**src/rtl/reorder_pipe_pkg.sv**
```systemverilog
// rtl/reorder_pipe_pkg.sv - mode encodings, occupancy width and parity helper for reorder_rom_pipe
package reorder_pipe_pkg;

  localparam logic MODE_FWD = 1'b0;
  localparam logic MODE_INV = 1'b1;

  // Widest channel word the parity helper covers; narrower words are zero-extended.
  localparam int PAR_MAX_W = 1024;

  function automatic int occWidth(input int depth);
    return $clog2(depth + 1);
  endfunction

  function automatic logic evenParity(input logic [PAR_MAX_W-1:0] word);
    return ^word;
  endfunction

endpackage

```
**src/rtl/reorder_pipe_stage.sv**
```systemverilog
// rtl/reorder_pipe_stage.sv - one valid/payload register slice of the reorder ROM pipeline
module reorder_pipe_stage #(
  parameter int W = 8
) (
  input  logic         clk,
  input  logic         rst,
  input  logic         flush,
  input  logic         upValid,
  input  logic [W-1:0] upPayload,
  input  logic         downReady,
  output logic         ready,
  output logic         valid,
  output logic [W-1:0] payload
);

  assign ready = !valid || downReady;

  // Payload only moves on a real load, so a stalled or flushed slice keeps its word.
  always_ff @(posedge clk) begin
    if (rst) begin
      valid   <= 1'b0;
      payload <= '0;
    end else begin
      if (flush) begin
        valid <= 1'b0;
      end else if (ready) begin
        valid <= upValid;
      end
      if (ready && upValid && !flush) begin
        payload <= upPayload;
      end
    end
  end

endmodule

```
**src/rtl/reorder_rom_pipe.sv**
```systemverilog
// rtl/reorder_rom_pipe.sv - flow-controlled DEPTH-stage pipe for forward/inverse reorder ROM words
// Optional per-channel parity carry and check with REORDER_PIPE_PARITY_EN.
module reorder_rom_pipe
  import reorder_pipe_pkg::*;
#(
  parameter int CH    = 4,
  parameter int DW    = 128,
  parameter int DEPTH = 2
) (
  input  logic                         clk,
  input  logic                         rst,
  input  logic                         flush_i,
  input  logic                         in_valid_i,
  output logic                         in_ready_o,
  input  logic                         mode_i,
  input  logic [CH*DW-1:0]             fwd_data_i,
  input  logic [CH*DW-1:0]             inv_data_i,
  output logic                         out_valid_o,
  input  logic                         out_ready_i,
  output logic [CH*DW-1:0]             out_data_o,
  output logic                         out_mode_o,
  output logic [occWidth(DEPTH)-1:0]   occ_o
`ifdef REORDER_PIPE_PARITY_EN
  ,
  output logic                         par_err_o
`endif
);

  localparam int OCC_W = occWidth(DEPTH);
  localparam int DATA_W = CH * DW;
`ifdef REORDER_PIPE_PARITY_EN
  localparam int PW = DATA_W + 1 + CH;
`else
  localparam int PW = DATA_W + 1;
`endif

  logic [DATA_W-1:0] muxData;
  logic [PW-1:0]     inPayload;
  logic              stValid   [DEPTH];
  logic              stReady   [DEPTH];
  logic [PW-1:0]     stPayload [DEPTH];
  logic              accept;
  logic              outHs;

  assign muxData = (mode_i == MODE_INV) ? inv_data_i : fwd_data_i;

`ifdef REORDER_PIPE_PARITY_EN
  logic [CH-1:0] inPar;
  always_comb begin
    inPar = '0;
    for (int k = 0; k < CH; k++) begin
      inPar[k] = evenParity(PAR_MAX_W'(muxData[k*DW +: DW]));
    end
  end
  assign inPayload = {inPar, mode_i, muxData};
`else
  assign inPayload = {mode_i, muxData};
`endif

  for (genvar s = 0; s < DEPTH; s++) begin : gStage
    logic          upV;
    logic [PW-1:0] upP;
    logic          downR;

    if (s == 0) begin : gHead
      assign upV = in_valid_i && !flush_i;
      assign upP = inPayload;
    end else begin : gBody
      assign upV = stValid[s-1];
      assign upP = stPayload[s-1];
    end

    if (s == DEPTH - 1) begin : gTail
      assign downR = out_ready_i;
    end else begin : gLink
      assign downR = stReady[s+1];
    end

    reorder_pipe_stage #(.W(PW)) uStage (
      .clk      (clk),
      .rst      (rst),
      .flush    (flush_i),
      .upValid  (upV),
      .upPayload(upP),
      .downReady(downR),
      .ready    (stReady[s]),
      .valid    (stValid[s]),
      .payload  (stPayload[s])
    );
  end

  assign in_ready_o  = stReady[0] && !flush_i && !rst;
  assign out_valid_o = stValid[DEPTH-1];
  assign out_data_o  = stPayload[DEPTH-1][DATA_W-1:0];
  assign out_mode_o  = stPayload[DEPTH-1][DATA_W];

  assign accept = in_valid_i && in_ready_o;
  assign outHs  = out_valid_o && out_ready_i;

  // Counter mirrors popcount(v) without an adder tree over the stages.
  always_ff @(posedge clk) begin
    if (rst || flush_i) begin
      occ_o <= '0;
    end else begin
      occ_o <= occ_o + OCC_W'(accept) - OCC_W'(outHs);
    end
  end

`ifdef REORDER_PIPE_PARITY_EN
  logic [CH-1:0] parMiss;
  always_comb begin
    parMiss = '0;
    for (int k = 0; k < CH; k++) begin
      parMiss[k] = evenParity(PAR_MAX_W'(out_data_o[k*DW +: DW])) ^ stPayload[DEPTH-1][DATA_W+1+k];
    end
  end

  always_ff @(posedge clk) begin
    if (rst) begin
      par_err_o <= 1'b0;
    end else if (outHs && (|parMiss)) begin
      par_err_o <= 1'b1;
    end
  end
`endif

endmodule

```
**config.mk**
```make
export PLATFORM = sky130hd
export DESIGN_NAME = reorder_rom_pipe
export DESIGN_NICKNAME = d
export VERILOG_FILES = /design/src/rtl/reorder_pipe_pkg.sv /design/src/rtl/reorder_pipe_stage.sv /design/src/rtl/reorder_rom_pipe.sv
export SDC_FILE = /design/constraint.sdc
export NUM_CORES = 2
export LEC_CHECK = 0
export BUFFER_PORTS_ARGS = -buffer_cell sky130_fd_sc_hd__buf_2
export CAP_MARGIN = 25
export CORE_AREA = 2 2 607 609
export CTS_CLUSTER_DIAMETER = 80
export DETAILED_ROUTE_END_ITERATION = 8
export DIE_AREA = 0 0 609 611
export SYNTH_ARGS = -nofsm -noshare
export SYNTH_HDL_FRONTEND = slang
export SYNTH_SLANG_ARGS = --single-unit
```
**constraint.sdc**
```tcl
create_clock -name clk -period 2.46 [get_ports clk]
set_input_delay 0.246 -clock clk [delete_from_list [all_inputs] [get_ports clk]]
set_output_delay 0.246 -clock clk [all_outputs]
set_load 0.02 [all_outputs]
```
### Word level (Yosys, flattened, before mapping)

Cells that the tools add are included.

| storage, ports and cells | value |
|---|---|
| flip-flop bits (word level) | 1,030 |
| bits of input ports | 1,030 |
| output and inout port bits | 517 |
| logic and storage cells | 25 |

| cells by class | value |
|---|---|
| add/subtract/negate cells | 2 |
| multiplexer cells | 1 |
| reductions and logical operators | 17 |

Operators with widths:

| operator | number |
|---|---|
| 512-bit 2-to-1 mux | 1 |
| 1-bit logical AND | 9 |
| 1-bit logical NOT | 4 |
| 1-bit logical OR | 3 |
| 2-bit by 1-bit adder with 2-bit output | 1 |
| 2-bit OR reduction | 1 |
| 2-bit by 1-bit subtractor with 2-bit output | 1 |

### Longest topological paths before layout

| depth | value |
|---|---|
| word-level depth | 8 |
| depth in mapped cells | 9 |
| mapped depth without buffers | 8 |

### Cells and area by module

A second synthesis with hierarchy kept.

| second synthesis, totals | value |
|---|---|
| cell total of the unflattened synthesis | 5,039 |
| area, all modules | 52,506.6 um2 |

By module, submodules not included:

| module | times used | cells an instance | area each (um2) | seq. area each (um2) |
|---|---|---|---|---|
| reorder_pipe_stage | 2 | 2,229 | 22,983.3 | 10,289.9 |
| reorder_rom_pipe | 1 | 581 | 6,540.0 | 40.0 |

### Least setup slack after synthesis

No wires, ideal clock.

| timing path | value |
|---|---|
| path kind | flip-flop to flip-flop |
| from | register gStage[1].uStage.valid |
| to | register occ_o[1] |
| data arrival time | 1,825 ps |
| path slack | 515 ps |
| cell stages (with the launch flop) | 9 |
| path buffers | 0 |
| clock period less this slack | 1,945 ps |
| cells stage by stage | dfxtp_1 > and3b_2 > or3_1 > ha_1 > inv_1 > ha_1 > xor2_1 > xnor2_1 > nor3_1 |

| on the way | value |
|---|---|
| longest elaborated chain between the ends | 8 |

Ends and longest elaborated chain:

| what | line | source |
|---|---|---|
| start, declared | reorder_pipe_stage.sv:12 | `output logic valid,` |
| start signal, assigned | reorder_pipe_stage.sv:27 | `valid <= upValid;` |
| 1-bit logical NOT | reorder_pipe_stage.sv:16 | `assign ready = !valid \|\| downReady;` |
| 1-bit logical OR (2 in a row) | reorder_pipe_stage.sv:16 |  |
| 1-bit logical AND (2 in a row) | reorder_rom_pipe.sv:92 | `assign in_ready_o = stReady[0] && !flush_i && !rst;` |
| 1-bit logical AND | reorder_rom_pipe.sv:97 | `assign accept = in_valid_i && in_ready_o;` |
| 2-bit by 1-bit adder with 2-bit output | reorder_rom_pipe.sv:105 | `occ_o <= occ_o + OCC_W'(accept) - OCC_W'(outHs);` |
| 2-bit by 1-bit subtractor with 2-bit output (*) | reorder_rom_pipe.sv:105 |  |
| end signal, assigned | reorder_rom_pipe.sv:105 |  |
| end, declared | reorder_rom_pipe.sv:22 | `output logic [occWidth(DEPTH)-1:0] occ_o` |

Every way passes the cells marked *; elsewhere a longest branch is shown, timed or not.
A chain may end at the register's enable or synchronous reset.

### Worst setup path in the final report

| timing path | value |
|---|---|
| from | register gStage[1].uStage.valid |
| to | register gStage[0].uStage.payload[10] |

| on the way | value |
|---|---|
| longest elaborated chain between the ends | 5 |

Ends and longest elaborated chain:

| what | line | source |
|---|---|---|
| 1-bit logical NOT | reorder_pipe_stage.sv:16 |  |
| 1-bit logical OR (2 in a row) | reorder_pipe_stage.sv:16 |  |
| 1-bit logical AND (2 in a row) | reorder_pipe_stage.sv:29 | `if (ready && upValid && !flush) begin` |
| end signal, assigned | reorder_pipe_stage.sv:30 | `payload <= upPayload;` |
| end, declared | reorder_pipe_stage.sv:13 | `output logic [W-1:0] payload` |

Every way passes these cells.

==> impl_results.md <==
* Mapped Nets at about 5,700
* Sw Share at 27.3%
* Peak supply drop at roughly 0.42 mV
* CTS tree: done
* CTS buffer count at 136
* PD cells at 610 mW/mm²
* Worst path required time at 3.15 ns
* Clock share of power at between 40% and 50%
* Crit path DAT at 2.93 ns
* Die Ht at 611 µm
* Most area-consuming cells after synthesis: dfxtp_1 (46%), a21oi_1 (11%), a211oi_2 (11%)
* Worst Setup Start Kind: flop
* GR Overflow Total at 0
* Initial core utilization at ~12%
* Final hold violation count at 0
* Leading area contributor after synthesis: dfxtp_1
* Leakage at 0.0287 µW
* RePlAce Congestion at around 0.98
* Vias in the first global route at 48,200
* Core area at around 0.36 mm²
* First-pass GRT wire length at ~430 mm
* Commonest non-fill, non-tap cell in the layout: buf_2
* CP Class: flop to flop
* CTS clk-pin slew, worst paths at ~0.060 ns
* Number of routed nets with antenna violations at 0
* TritonCTS Sinks at between 1,000 and 1,500
* Cells after Synth at 4,700
* RSZ-0062 raised after global routing: no
* Total number of vias at 49,600
* I/O Buffers at approximately 1,500
* Wire per inst at between 20 and 30 µm
* Worst setup EP type: flop
* DR pass1 iterations at 5
* Clk buf depth at 4
* Largest net degree at the start of global routing at 139
* DR DRC count at 0
* Status: completed
* Reported net switching power at roughly 12,000 µW
* #FFs+latches synth at roughly 1,000
* Top cell type's share of synthesized area at between 40% and 50%
* Max-Cap Viols at 0
* # H-tree levels at 4
* Max FO, Critical Path at 13
* Initial antenna violation count at 237
* Total track usage at around 17%
* Setup_tns at 0 ns
* Post-Syn Area at ~0.045 mm²
* Internal Power at ~33,000 µW
* Drt total wl at 327 mm
* Slew margin rel. at between 30% and 40%
* Max Slew Vio Count at 0
* Drt initial violations at 4,297
* DP HPWL at roughly 260 mm
* Final period utilization at between 90% and 100%
* Achievable Freq at approximately 0.45 GHz
* # setup viols final at 0
* Comb pwr share at 14.7%
* Nets at 8,076
* Slew @ Worst Pin at just over 0.9 ns
* Clock root cell: clkbuf_16
* Rows at 222
* Skew-Pair Late Insertion Delay at between 0.8 and 0.9 ns
* Tmin final at roughly 2.2 ns
* IO Pins at between 1,500 and 2,000
* Final Cell Area at approximately 0.074 mm²
* Area growth from synthesis to layout at 63.2%
* Most frequent cells in the layout: buf_2 (1,544), dlygate4sd3_1 (1,034), dfxtp_1 (1,030)
* Syn Area/Cell at 9.59 µm²
* Die area at about 0.37 mm²
* Synth unique cells at 28
* DP Area at roughly 0.06 mm²
* Reg power frac at 39.5%
* Register area share after synthesis at a little under half
* Layout cell share with drive strength beyond 1 at 33.2%
* Width of the die at around 610 µm
* Via density at about 4.1
* HP Class: primary input to flop
* Yosys warnings at 0
* Worst clock skew at between 0.06 and 0.07 ns
==> path summary, 6_finish.rpt <==
kind / from / to / slack [ns] / cells after the start
max: gStage[1].uStage.valid$_SDFFE_PP0P_ / gStage[0].uStage.payload[10]$_SDFFE_PP0P_ / 0.22 / 6
max reg2reg: gStage[1].uStage.valid$_SDFFE_PP0P_ / gStage[0].uStage.payload[10]$_SDFFE_PP0P_ / 0.22 / 6
min: out_ready_i / gStage[1].uStage.payload[510]$_SDFFE_PP0P_ / 0.18 / 5
min reg2reg: gStage[0].uStage.payload[37]$_SDFFE_PP0P_ / gStage[1].uStage.payload[37]$_SDFFE_PP0P_ / 0.44 / 2
==> timing repair <==
action | in CTS | in global routing
setup endpoints to repair | 1 | 0
resized for setup | 1 | 0
endpoints found under the hold margin | 525 | 0
hold buffers | 1034 | 0
setup buffers | 0 | 0
==> logic make-up after synthesis <==
group                    Yosys count  share of synthesized area (%)
AO/OA/AOI/OAI                   2054                           30.2
XOR/XNOR                           2                         0.0389
buffers and inverters            571                           6.63
flip-flops                      1030                           45.8
AND/OR/NAND/NOR                  529                           5.93
multiplexers                     512                           11.4
adder cells (fa/ha/maj)            2                         0.0555
==> metrics by stage <==
| stage | cells | hold WS (ns) | total power [µW] | utilization (%) | worst slack, ns |
|---|---|---|---|---|---|
| 5_1_grt | 12100 | 0.196 | 46500 | 20.1 | 0.0789 |
| 2_1_floorplan | 4700 | 0.323 | 20700 | - | 0.515 |
| 3_3_place_gp | 10700 | 0.451 | 22800 | 16.0 | 0.0616 |
| 6_report | 12100 | 0.184 | 44800 | 20.2 | 0.224 |
| 4_1_cts | 12000 | 0.117 | 45400 | 20.0 | 0.0618 |
| 3_5_place_dp | 10700 | 0.454 | 22900 | 16.0 | 0.201 |
==> power groups by stage <==
stage / registers, µW / logic [µW] / clock network (µW)
2_1_floorplan: 18100 / 2660 / 0
3_3_place_gp: 18100 / 4760 / 0
3_5_place_dp: 18100 / 4810 / 0
4_1_cts: 17700 / 6520 / 21100
5_1_grt: 17800 / 6990 / 21800
6_report: 17700 / 6580 / 20500
==> cell usage after synthesis <==
| master | n |
|---|---|
| a21oi_1 | 1026 |
| inv_1 | 1 |
| a211oi_1 | 102 |
| o21a_1 | 2 |
| a211oi_2 | 410 |
| and3b_2 | 1 |
| clkbuf_2 | 42 |
| buf_6 | 37 |
| nand2b_1 | 3 |
| ha_1 | 2 |
| nor3_1 | 2 |
| nor2_1 | 1 |
| xnor2_1 | 1 |
| buf_2 | 328 |
| nand3_1 | 514 |
| xor2_1 | 1 |
| clkbuf_1 | 126 |
| o21ai_0 | 357 |
| or3_1 | 1 |
| mux2i_1 | 512 |
| buf_1 | 9 |
| nor2b_1 | 3 |
| nor2_4 | 1 |
| nand3b_1 | 1 |
| buf_4 | 28 |
| dfxtp_1 | 1030 |
| and2_1 | 2 |
| o21ai_1 | 157 |
==> flip-flops by register name, summed over array words and instances (netlist names) <==
register	cells
gStage.uStage.payload	1026
gStage.uStage.valid	2
occ_o	2
==> cell type report <==
cell class	count	area, µm²
clock inverters	57	719
clock buffers	182	3800
well taps	4816	6030
fillers	40300	291000
flip-flops and latches	1030	20600
multi-input cells	3099	21500
diodes	154	385
inverters	1	3.75
repair buffers	2776	20500
==> layer usage <==
metal	share of wire, %	GRT usage (%)	wire [µm]
met5	0.25	0.297	808
met3	13	8.25	41100
met1	38	19.1	125000
met2	44	25.6	145000
met4	4.9	8.06	16100
==> critical path, stage by stage (launching register included) <==
cell,delay (ns)
dfxtp_1,0.37
and3b_2,0.30
nor2_4,0.21
buf_12,0.21
buf_4,0.29
a211oi_1,0.12
dlygate4sd3_1,0.57
No activity file was read; power rests on OpenSTA's default activity.
